### config.mk
export PLATFORM = sky130hd
export DESIGN_NAME = lfsr_match_collector_flat
export DESIGN_NICKNAME = d
export VERILOG_FILES = /design/src/rtl/lfsr_match_collector_if.sv /design/src/rtl/lfsr_match_collector.sv /design/src/flat_wrapper.sv
export SDC_FILE = /design/constraint.sdc
export NUM_CORES = 1
export LEC_CHECK = 0
export ABC_AREA = 1
export CAP_MARGIN = 40
export CORE_UTILIZATION = 53
export DETAILED_ROUTE_END_ITERATION = 8
export GPL_TIMING_DRIVEN = 1
export PLACE_DENSITY = 0.92
export SYNTH_ARGS = -nofsm -noshare
export SYNTH_HDL_FRONTEND = slang
export SYNTH_SLANG_ARGS = --single-unit
export TNS_END_PERCENT = 10
### constraint.sdc
create_clock -name clk -period 7.7 [get_ports clk]
set_input_delay 1.54 -clock clk [delete_from_list [all_inputs] [get_ports clk]]
set_output_delay 1.54 -clock clk [all_outputs]
set_load 0.01 [all_outputs]
### src/rtl/lfsr_match_collector_if.sv
// Link between the match collector and the LFSR generator / host readout.
// master = collector side, slave = generator plus host reader side.
interface lfsr_match_collector_if #(
    parameter int N     = 64,
    parameter int CNT_W = 32
);
    logic             gen_start;
    logic             gen_pause;
    logic             gen_reset_counter;
    logic [N-1:0]     gen_data;
    logic             gen_valid;
    logic             gen_done;
    logic             match_valid;
    logic [N-1:0]     match_data;
    logic [CNT_W-1:0] match_index;
    logic             match_rd;

    modport master (
        output gen_start,
        output gen_pause,
        output gen_reset_counter,
        input  gen_data,
        input  gen_valid,
        input  gen_done,
        output match_valid,
        output match_data,
        output match_index,
        input  match_rd
    );

    modport slave (
        input  gen_start,
        input  gen_pause,
        input  gen_reset_counter,
        output gen_data,
        output gen_valid,
        output gen_done,
        input  match_valid,
        input  match_data,
        input  match_index,
        output match_rd
    );
endinterface

### src/rtl/lfsr_match_collector.sv
// Drives the LFSR generator, matches its stream against a masked target
// and queues hits with their stream index in a small FWFT FIFO.
module lfsr_match_collector #(
    parameter int N     = 64,
    parameter int CNT_W = 32,
    parameter int DEPTH = 4
) (
    input  logic                 clk,
    input  logic                 rst,
    input  logic                 go,
    input  logic                 abort,
    input  logic [N-1:0]         target,
    input  logic [N-1:0]         mask,
    lfsr_match_collector_if.master bus,
    output logic [CNT_W-1:0]     word_count,
    output logic                 busy,
    output logic                 finished,
    output logic                 overflow
);
    localparam int AW = $clog2(DEPTH);
    localparam int PAUSE_AT = DEPTH - 2;
    localparam logic [AW:0] OCC_FULL = DEPTH[AW:0];
    localparam logic [AW:0] OCC_PAUSE = PAUSE_AT[AW:0];

    typedef enum logic [2:0] {
        IDLE,
        CLEAR,
        START,
        RUN,
        ABORT,
        DONE
    } state_t;

    state_t state;
    state_t state_nxt;

    logic [N-1:0]     mem_data [DEPTH];
    logic [CNT_W-1:0] mem_idx  [DEPTH];
    logic [AW-1:0]    wr_ptr;
    logic [AW-1:0]    rd_ptr;
    logic [AW:0]      occ;

    logic in_run;
    logic flush;
    logic accept;
    logic hit;
    logic empty;
    logic full;
    logic pop;
    logic push;
    logic drop;

    always_ff @(posedge clk or posedge rst) begin
        if (rst) begin
            state <= IDLE;
        end else begin
            state <= state_nxt;
        end
    end

    always_comb begin
        state_nxt = state;
        unique case (state)
            IDLE:    if (go) state_nxt = CLEAR;
            CLEAR:   state_nxt = START;
            START:   state_nxt = RUN;
            RUN: begin
                if (abort)             state_nxt = ABORT;
                else if (bus.gen_done) state_nxt = DONE;
            end
            ABORT:   state_nxt = IDLE;
            DONE: begin
                if (abort)   state_nxt = ABORT;
                else if (go) state_nxt = CLEAR;
            end
            default: state_nxt = IDLE;
        endcase
    end

    assign in_run = (state == RUN);
    assign flush  = (state == CLEAR);

    assign busy     = (state == CLEAR) || (state == START) || in_run;
    assign finished = (state == DONE);

    assign bus.gen_start = (state == START);
    assign bus.gen_reset_counter = flush || (state == ABORT);
    // Pause only in RUN so the ABORT/CLEAR counter reset is never masked.
    assign bus.gen_pause = in_run && (occ >= OCC_PAUSE);

    assign accept = in_run && bus.gen_valid;
    assign hit = accept && (((bus.gen_data ^ target) & mask) == '0);

    assign empty = (occ == '0);
    assign full  = (occ == OCC_FULL);
    assign pop   = bus.match_rd && !empty;
    assign push  = hit && (!full || pop);
    assign drop  = hit && full && !pop;

    always_ff @(posedge clk or posedge rst) begin
        if (rst) begin
            wr_ptr     <= '0;
            rd_ptr     <= '0;
            occ        <= '0;
            overflow   <= 1'b0;
            word_count <= '0;
        end else if (flush) begin
            wr_ptr     <= '0;
            rd_ptr     <= '0;
            occ        <= '0;
            overflow   <= 1'b0;
            word_count <= '0;
        end else begin
            if (push) wr_ptr <= wr_ptr + 1'b1;
            if (pop)  rd_ptr <= rd_ptr + 1'b1;
            if (push && !pop)      occ <= occ + 1'b1;
            else if (pop && !push) occ <= occ - 1'b1;
            if (drop) overflow <= 1'b1;
            if (accept && (word_count != '1)) begin
                word_count <= word_count + 1'b1;
            end
        end
    end

    always_ff @(posedge clk) begin
        if (push) begin
            mem_data[wr_ptr] <= bus.gen_data;
            mem_idx[wr_ptr]  <= word_count;
        end
    end

    // Head is zeroed when empty so reset leaves every output at 0.
    assign bus.match_valid = !empty;
    assign bus.match_data  = empty ? '0 : mem_data[rd_ptr];
    assign bus.match_index = empty ? '0 : mem_idx[rd_ptr];
endmodule

### src/flat_wrapper.sv
// flat-port wrapper written by rule: the top's interface ports become plain ports
module lfsr_match_collector_flat 
#(
    parameter int N     = 64,
    parameter int CNT_W = 32,
    parameter int DEPTH = 4
)
  (clk, rst, go, abort, target, mask, word_count, busy, finished, overflow, bus_gen_start, bus_gen_pause, bus_gen_reset_counter, bus_gen_data, bus_gen_valid, bus_gen_done, bus_match_valid, bus_match_data, bus_match_index, bus_match_rd);
  lfsr_match_collector_if #(.N(N), .CNT_W(CNT_W)) bus_i ();
  input  logic clk;
  input  logic rst;
  input  logic go;
  input  logic abort;
  input  logic [N-1:0] target;
  input  logic [N-1:0] mask;
  output logic [CNT_W-1:0] word_count;
  output logic busy;
  output logic finished;
  output logic overflow;
  output wire logic [$bits(bus_i.gen_start)-1:0] bus_gen_start;
  output wire logic [$bits(bus_i.gen_pause)-1:0] bus_gen_pause;
  output wire logic [$bits(bus_i.gen_reset_counter)-1:0] bus_gen_reset_counter;
  input wire logic [$bits(bus_i.gen_data)-1:0] bus_gen_data;
  input wire logic [$bits(bus_i.gen_valid)-1:0] bus_gen_valid;
  input wire logic [$bits(bus_i.gen_done)-1:0] bus_gen_done;
  output wire logic [$bits(bus_i.match_valid)-1:0] bus_match_valid;
  output wire logic [$bits(bus_i.match_data)-1:0] bus_match_data;
  output wire logic [$bits(bus_i.match_index)-1:0] bus_match_index;
  input wire logic [$bits(bus_i.match_rd)-1:0] bus_match_rd;
  assign bus_gen_start = bus_i.gen_start;
  assign bus_gen_pause = bus_i.gen_pause;
  assign bus_gen_reset_counter = bus_i.gen_reset_counter;
  assign bus_i.gen_data = bus_gen_data;
  assign bus_i.gen_valid = bus_gen_valid;
  assign bus_i.gen_done = bus_gen_done;
  assign bus_match_valid = bus_i.match_valid;
  assign bus_match_data = bus_i.match_data;
  assign bus_match_index = bus_i.match_index;
  assign bus_i.match_rd = bus_match_rd;
  lfsr_match_collector #(.N(N), .CNT_W(CNT_W), .DEPTH(DEPTH)) u_core (.clk(clk), .rst(rst), .go(go), .abort(abort), .target(target), .mask(mask), .bus(bus_i), .word_count(word_count), .busy(busy), .finished(finished), .overflow(overflow));
endmodule
==> metrics.yaml, run 1 <==
core-area_mm2: 0.0356
rsz0062_at_grt: "false"
synth_nets: 2116
cap_violations: 0
p_leak_nw: 8.94
slew_headroom: 0.370
synth-async-reset-ratio: 0.101
synth_enable_flop_cells: 384
cts_resized: 0
outcome: "finished clean"
final_nets: 2434
seq_power_share: 0.355
grt_first_pass_wirelength_um: 86600
critical-path-slowest-cell: "dfrtp_4"
pwr_density_cell_mw_per_mm2: 312
htreeDepth: 2
worstMarginPinSlew_ps: 945
p_comb_frac: 0.375
synth_ff_type: "edfxtp_1"
path_cells: "buf_4 -> nor2_1 -> nor2_1 -> o21ai_0 -> a21oi_1 -> clkdlybuf4s50_1"
first_pass_iters: 6
cts_tree: "built"
grt_usage: 0.314
dieHeight_um: 192
drt_iter0_drc: 1647
fillCellCount: 2515
place_area_mm2: 0.0230
ctsHoldBuffers: 0
max_freq_ghz: 0.195
fin_hold_ws_ps: 607
final_cell_area_mm2: 0.0244
switching_share: 0.346
ys_ff_latch: 427
start_kind: "flip-flop"
io_pins: 334
hold_end: "u_core.wr_ptr[1]$_DFFE_PP0P_"
antenna_found_initial: 11
tns_ps: 0
min_period_ps: 5130
std_cell_rows: 69
ys_seq_area_frac: 0.659
area_growth_pct: 27.4
yosysWarnings: 0
clockBufferDepth: 3
route.detailed.drc: 0
clk_latency_ps: 530
postRouteAntennaNets: 0
finalHoldViolCount: 0
crit_required_ps: 6160
finalSetupViolCount: 0
post_cts_buffers: 0
end_kind: "output pin"
fin_crit_sh: 0.666
syn-instance-count: 1910
pwr-share-clk: 0.269
slowest_delay_ps: 840
start_util: 0.538
total_power_mw: 7.59
min_path_type: "flip-flop to flip-flop"
clock_sinks: 427
r2r_start: "u_core.state[2]$_DFFE_PP0P_"
vias: 15700
clkTransAtPathRegs_ps: 60
grt_overflow_total: 0
finalWirelength_um: 58300
yosysMostFrequentCell: "nor2_1"
avgRoutedWirePerCell_um: 21.4
die-width_um: 192
cp_common_cell: "nor2_1"
first_global_vias: 15600
synth_area_leader_cell: "edfxtp_1"
hold_path_depth: 2
portBuffers: 333
rr_worst_depth: 12
clockRootBuffer: "clkbuf_16"
gp_congestion: 0.892
synthTopCellsByArea: "edfxtp_1, nor2_1, dfrtp_1, o21ai_0, nand2_1"
hpwl_um: 38600
min_from: "u_core.wr_ptr[1]$_DFFE_PP0P_"
routed_via_density: 5.76
switching_power_mw: 2.63
critPathArrivalTime_ps: 3590
synth_common_cells: "nor2_1, edfxtp_1, nand2_1"
synth_top_area_share: 0.603
cp_max_fo: 85
vdd_drop_max_mv: 0.268
grt_start_max_net_pins: 86
p_int_mw: 4.96
drive_gt1_frac: 0.0549
worstReg2RegEnd: "u_core.mem_idx[0][13]$_DFFE_PP_"
syn-cell-area_mm2: 0.0191
dieArea_mm2: 0.0368
synth_cell_type_count: 40
skew_ps: 12.4
cts_inserted_buffers: 42
setup.worst_path.class: "flip-flop to output pin"
syn_area_per_cell_um2: 10.0
rrSetupSlack_ps: 3930
slew_viol_final: 0
## routing by layer
| metal | track usage | wire length (um) | vias to the layer above |
|---|---|---|---|
| li1 | - | - | 7133 |
| met1 | 0.375 | 20800 | 7491 |
| met2 | 0.523 | 28400 | 934 |
| met3 | 0.0877 | 6640 | 140 |
| met4 | 0.154 | 2410 | 6 |
| met5 | 0 | 33 | - |
## state kept, by name, summed over array words and instances (netlist names)
name and flops:
u_core.mem_idx 128, u_core.mem_data 256, u_core.state 3, u_core.overflow 1, u_core.wr_ptr 2, u_core.occ 3, u_core.rd_ptr 2, u_core.word_count 32
## how the worst max path moves through the flow
stage                     slack [ps]                         start                              end
after floorplan                  630                    target[36]  u_core.mem_data[0][0]$_DFFE_PP_
after global placement          2340               bus_gen_data[0]   u_core.mem_idx[0][8]$_DFFE_PP_
after detailed placement        2410               bus_gen_data[0]   u_core.mem_idx[0][9]$_DFFE_PP_
after CTS                       2620  u_core.rd_ptr[0]$_DFFE_PP0P_              bus_match_index[28]
after global routing            2410  u_core.rd_ptr[0]$_DFFE_PP0P_              bus_match_index[15]
final                           2570  u_core.rd_ptr[0]$_DFFE_PP0P_              bus_match_index[28]
## cell usage in the layout, fill, tap and decap left out, types with 3 or more instances in the layout
| cell | instances |
|---|---|
| nor2_1 | 501 |
| edfxtp_1 | 384 |
| clkdlybuf4s50_1 | 333 |
| nand2_1 | 238 |
| o21ai_0 | 206 |
| inv_1 | 135 |
| a21oi_1 | 113 |
| nand3_1 | 72 |
| clkbuf_16 | 45 |
| dfrtp_1 | 41 |
| nor3_1 | 26 |
| nand4_1 | 20 |
| buf_4 | 19 |
| or2_2 | 13 |
| o21ai_1 | 11 |
| clkbuf_1 | 11 |
| xor2_1 | 10 |
| diode_2 | 8 |
| o31ai_1 | 8 |
| clkinv_1 | 7 |
| ha_1 | 6 |
| inv_2 | 5 |
| nor2_4 | 5 |
| clkinv_2 | 5 |
| nand3_2 | 4 |
| nor3_2 | 4 |
| bufinv_16 | 4 |
| buf_16 | 3 |
## cell families after synthesis
group                      after synthesis  synth area share
and+or+nand+nor                        897             0.193
DFF                                    427             0.659
AOI/OAI and AO/OA                      343            0.0917
buffers and inverters                  224            0.0459
xor gates and xnor gates                12           0.00550
adders and majority gates                7           0.00497
## final cells by class
type	count	area (um2)	area share
Tap cell	461	577	0.0237
Clock inverter	17	180	0.00740
Timing Repair Buffer	355	3560	0.146
Inverter	143	547	0.0224
Clock buffer	58	1190	0.0490
Sequential cell	427	12600	0.518
Antenna cell	8	20.0	0.000822
Multi-Input combinational cell	1259	5670	0.233
## power by group through the flow
stage / clock network (mW) / logic [mW] / registers [mW]
after CTS: 2.06 / 2.84 / 2.69
after floorplan: 0 / 1.48 / 2.64
final: 2.05 / 2.85 / 2.69
after global placement: 0 / 2.74 / 2.73
after detailed placement: 0 / 2.82 / 2.74
after global routing: 2.16 / 3.08 / 2.70
## critical path, delay by kind of cell, from the launching register on
family          cells  cell delay [ps]
flops               1              840
compound gates      2              480
simple gates        2              230
buf+inv             2             1460
## metrics by stage
stage,cells,utilization,worst slack (ps)
after detailed placement,2645,0.646,2410
final,2728,0.685,2570
after global placement,2642,0.643,2340
after CTS,2720,0.684,2620
after floorplan,1910,-,633
after global routing,2725,0.685,2410
(Power assumes the default switching activity.)
==> run 2, diff against run 1 <==
--- a/config.mk
+++ b/config.mk
@@ -7,10 +7,10 @@
 export LEC_CHECK = 0
 export ABC_AREA = 1
 export CAP_MARGIN = 40
-export CORE_UTILIZATION = 53
+export CORE_UTILIZATION = 48
 export DETAILED_ROUTE_END_ITERATION = 8
 export GPL_TIMING_DRIVEN = 1
-export PLACE_DENSITY = 0.92
+export PLACE_DENSITY = 0.89
 export SYNTH_ARGS = -nofsm -noshare
 export SYNTH_HDL_FRONTEND = slang
 export SYNTH_SLANG_ARGS = --single-unit
==> constraint.sdc (replaced) <==
create_clock -name clk -period 4.48 [get_ports clk]
set_input_delay 0.896 -clock clk [delete_from_list [all_inputs] [get_ports clk]]
set_output_delay 0.896 -clock clk [all_outputs]
set_load 0.01 [all_outputs]
==> run 2 against run 1 <==
Total power increased by 71%. Clock power increased by 68%. Clock-buffer cell count decreased by 1. Worst hold slack got worse by 42 ps. Die area increased by 10%. Critical path type unchanged. Register-to-register slack got worse by 2500 ps. Clock skew increased by 5.1 ps.
==> metrics.yaml, run 2 (same netlist as run 1, synthesis figures left out) <==
first_global_vias: 14900  # -4.2%
setup.worst_path.class: "flip-flop to output pin"
crit_required_ps: 3580  # -2580 ps
start_util: 0.490  # -0.0474
ctsHoldBuffers: 0  # unchanged
critPathArrivalTime_ps: 3300  # -290 ps
drive_gt1_frac: 0.0591  # +0.00419
finalWirelength_um: 57700  # -0.97%
min_path_type: "flip-flop to flip-flop"
vias: 15500  # -1.4%
cap_violations: 0  # unchanged
layout_setup_ws_ps: 287  # -2290 ps
first_pass_iters: 5  # -1
final_nets: 2441  # +0.29%
vdd_drop_max_mv: 0.557  # +110%
slew_viol_final: 0  # unchanged
grt_overflow_total: 0  # unchanged
layoutNonFillerInstCount: 2788  # +2.2%
cts_tree: "built"
largest_register_ffs: 256  # unchanged
std_cell_rows: 72  # +4.3%
dieArea_mm2: 0.0406  # +10%
gp_congestion: 0.963  # +7.9%
drt_iter0_drc: 1333  # -19%
io_pins: 334  # unchanged
max_freq_ghz: 0.238
pwr_density_cell_mw_per_mm2: 530  # +70%
route.met3.wl_um: 5370  # -19%
end_kind: "output pin"
htreeDepth: 2  # unchanged
top_register: "u_core.mem_data"
clockRootBuffer: "clkbuf_16"
worstMarginPinSlew_ps: 729  # -216 ps
finalSetupViolCount: 0  # unchanged
hpwl_um: 38700  # about the same
skew_ps: 17.5  # +5.11 ps
grt_first_pass_wirelength_um: 86300  # -0.34%
cts_resized: 0  # unchanged
core-area_mm2: 0.0390  # +9.7%
clk_latency_ps: 530  # about the same
clkTransAtPathRegs_ps: 60  # about the same
portBuffers: 333  # unchanged
slew_headroom: 0.514  # +0.144
placed_cells: 2707  # +2.3%
postRouteAntennaNets: 0  # unchanged
routed_via_density: 5.55  # -3.5%
reg_top3: "u_core.mem_data (256), u_core.mem_idx (128), u_core.word_count (32)"
final_cell_mix: "nor2_1, edfxtp_1, clkdlybuf4s50_1, nand2_1, o21ai_0"
post_cts_buffers: 0  # unchanged
grt_start_max_net_pins: 125  # +45%
fin_crit_sh: 0.936
outcome: "finished clean"
start_kind: "flip-flop"
route.detailed.drc: 0  # unchanged
grt_usage: 0.278  # -0.0363
min_period_ps: 4190
antenna_found_initial: 4  # -7
wl_met1_um: 22100  # +6.4%
rsz0062_at_grt: "false"
clock_sinks: 427  # unchanged
p_leak_nw: 8.98  # +0.46%
layout_commonest_cell: "nor2_1"
finalHoldViolCount: 0  # unchanged
tns_ps: 0  # unchanged
avgRoutedWirePerCell_um: 20.7  # -3.1%
wl_met2_um: 28500  # +0.32%
clockBufferDepth: 3  # unchanged
cts_inserted_buffers: 44  # +4.8%
cp_max_fo: 124  # +46%
area_growth_pct: 28.3
post-place-ws_ps: 639  # -1770 ps
dieHeight_um: 202  # +5.0%
total_power_mw: 13.0  # +71%
die-width_um: 202  # +5.0%
highest_layer: "met5"
run 2: cell count changes in the layout (fill, tap and decap cells not counted):
cell	previous run	this run
clkinv_2	5	11
bufinv_16	4	2
diode_2	8	2
clkbuf_8	2	1
buf_12	0	12
inv_6	2	1
clkinvlp_4	0	3
clkinv_1	7	6
buf_4	19	14
buf_16	3	1
run 2: cell type report:
cell class	count	area (um2)
Timing Repair Buffer	360	3710
Sequential cell	427	12600
Clock inverter	22	160
Antenna cell	2	5.00
Fill cell	3025	14500
Tap cell	518	648
Multi-Input combinational cell	1259	5670
Clock buffer	57	1180
Inverter	143	547
run 2: worst paths after layout:
check	from	endpoint	slack, ps	cells after the start
min in group asynchronous	rst	u_core.word_count[13]$_DFFE_PP0P_	630	2
max in group asynchronous	rst	u_core.word_count[20]$_DFFE_PP0P_	3280	4
setup reg to reg	u_core.state[2]$_DFFE_PP0P_	u_core.occ[1]$_DFFE_PP0P_	1410	15
hold reg to reg	u_core.wr_ptr[1]$_DFFE_PP0P_	u_core.wr_ptr[1]$_DFFE_PP0P_	560	2
hold / removal	u_core.wr_ptr[1]$_DFFE_PP0P_	u_core.wr_ptr[1]$_DFFE_PP0P_	560	2
setup / recovery	u_core.rd_ptr[0]$_DFFE_PP0P_	bus_match_data[50]	290	5
run 2: worst max-delay path, stage by stage, from the launching register on:
cell and delay [ps]:
dfrtp_4 690, inv_4 330, buf_12 410, o21ai_0 220, a21oi_1 340, clkdlybuf4s50_1 650
run 2: stage by stage:
stage	instance area, um2	util	hold slack [ps]
2_1_floorplan	19100	-	519
3_3_place_gp	23200	0.594	539
3_5_place_dp	23200	0.594	554
4_1_cts	24500	0.629	566
5_1_grt	24500	0.629	597
6_report	24500	0.629	565
run 2: power breakdown:
| group | total, mW | internal (mW) | switching, mW | leakage, nW |
|---|---|---|---|---|
| registers | 4.56 | 4.40 | 0.155 | 4.07 |
| logic | 5.00 | 2.11 | 2.89 | 4.25 |
| clock network | 3.44 | 1.97 | 1.46 | 0.656 |
run 2: layer usage:
| layer | vias up | track usage |
|---|---|---|
| met1 | 7438 | 0.358 |
| met2 | 789 | 0.475 |
| met4 | 4 | 0.0860 |
| met5 | - | 0 |
| li1 | 7132 | - |
| met3 | 120 | 0.0533 |
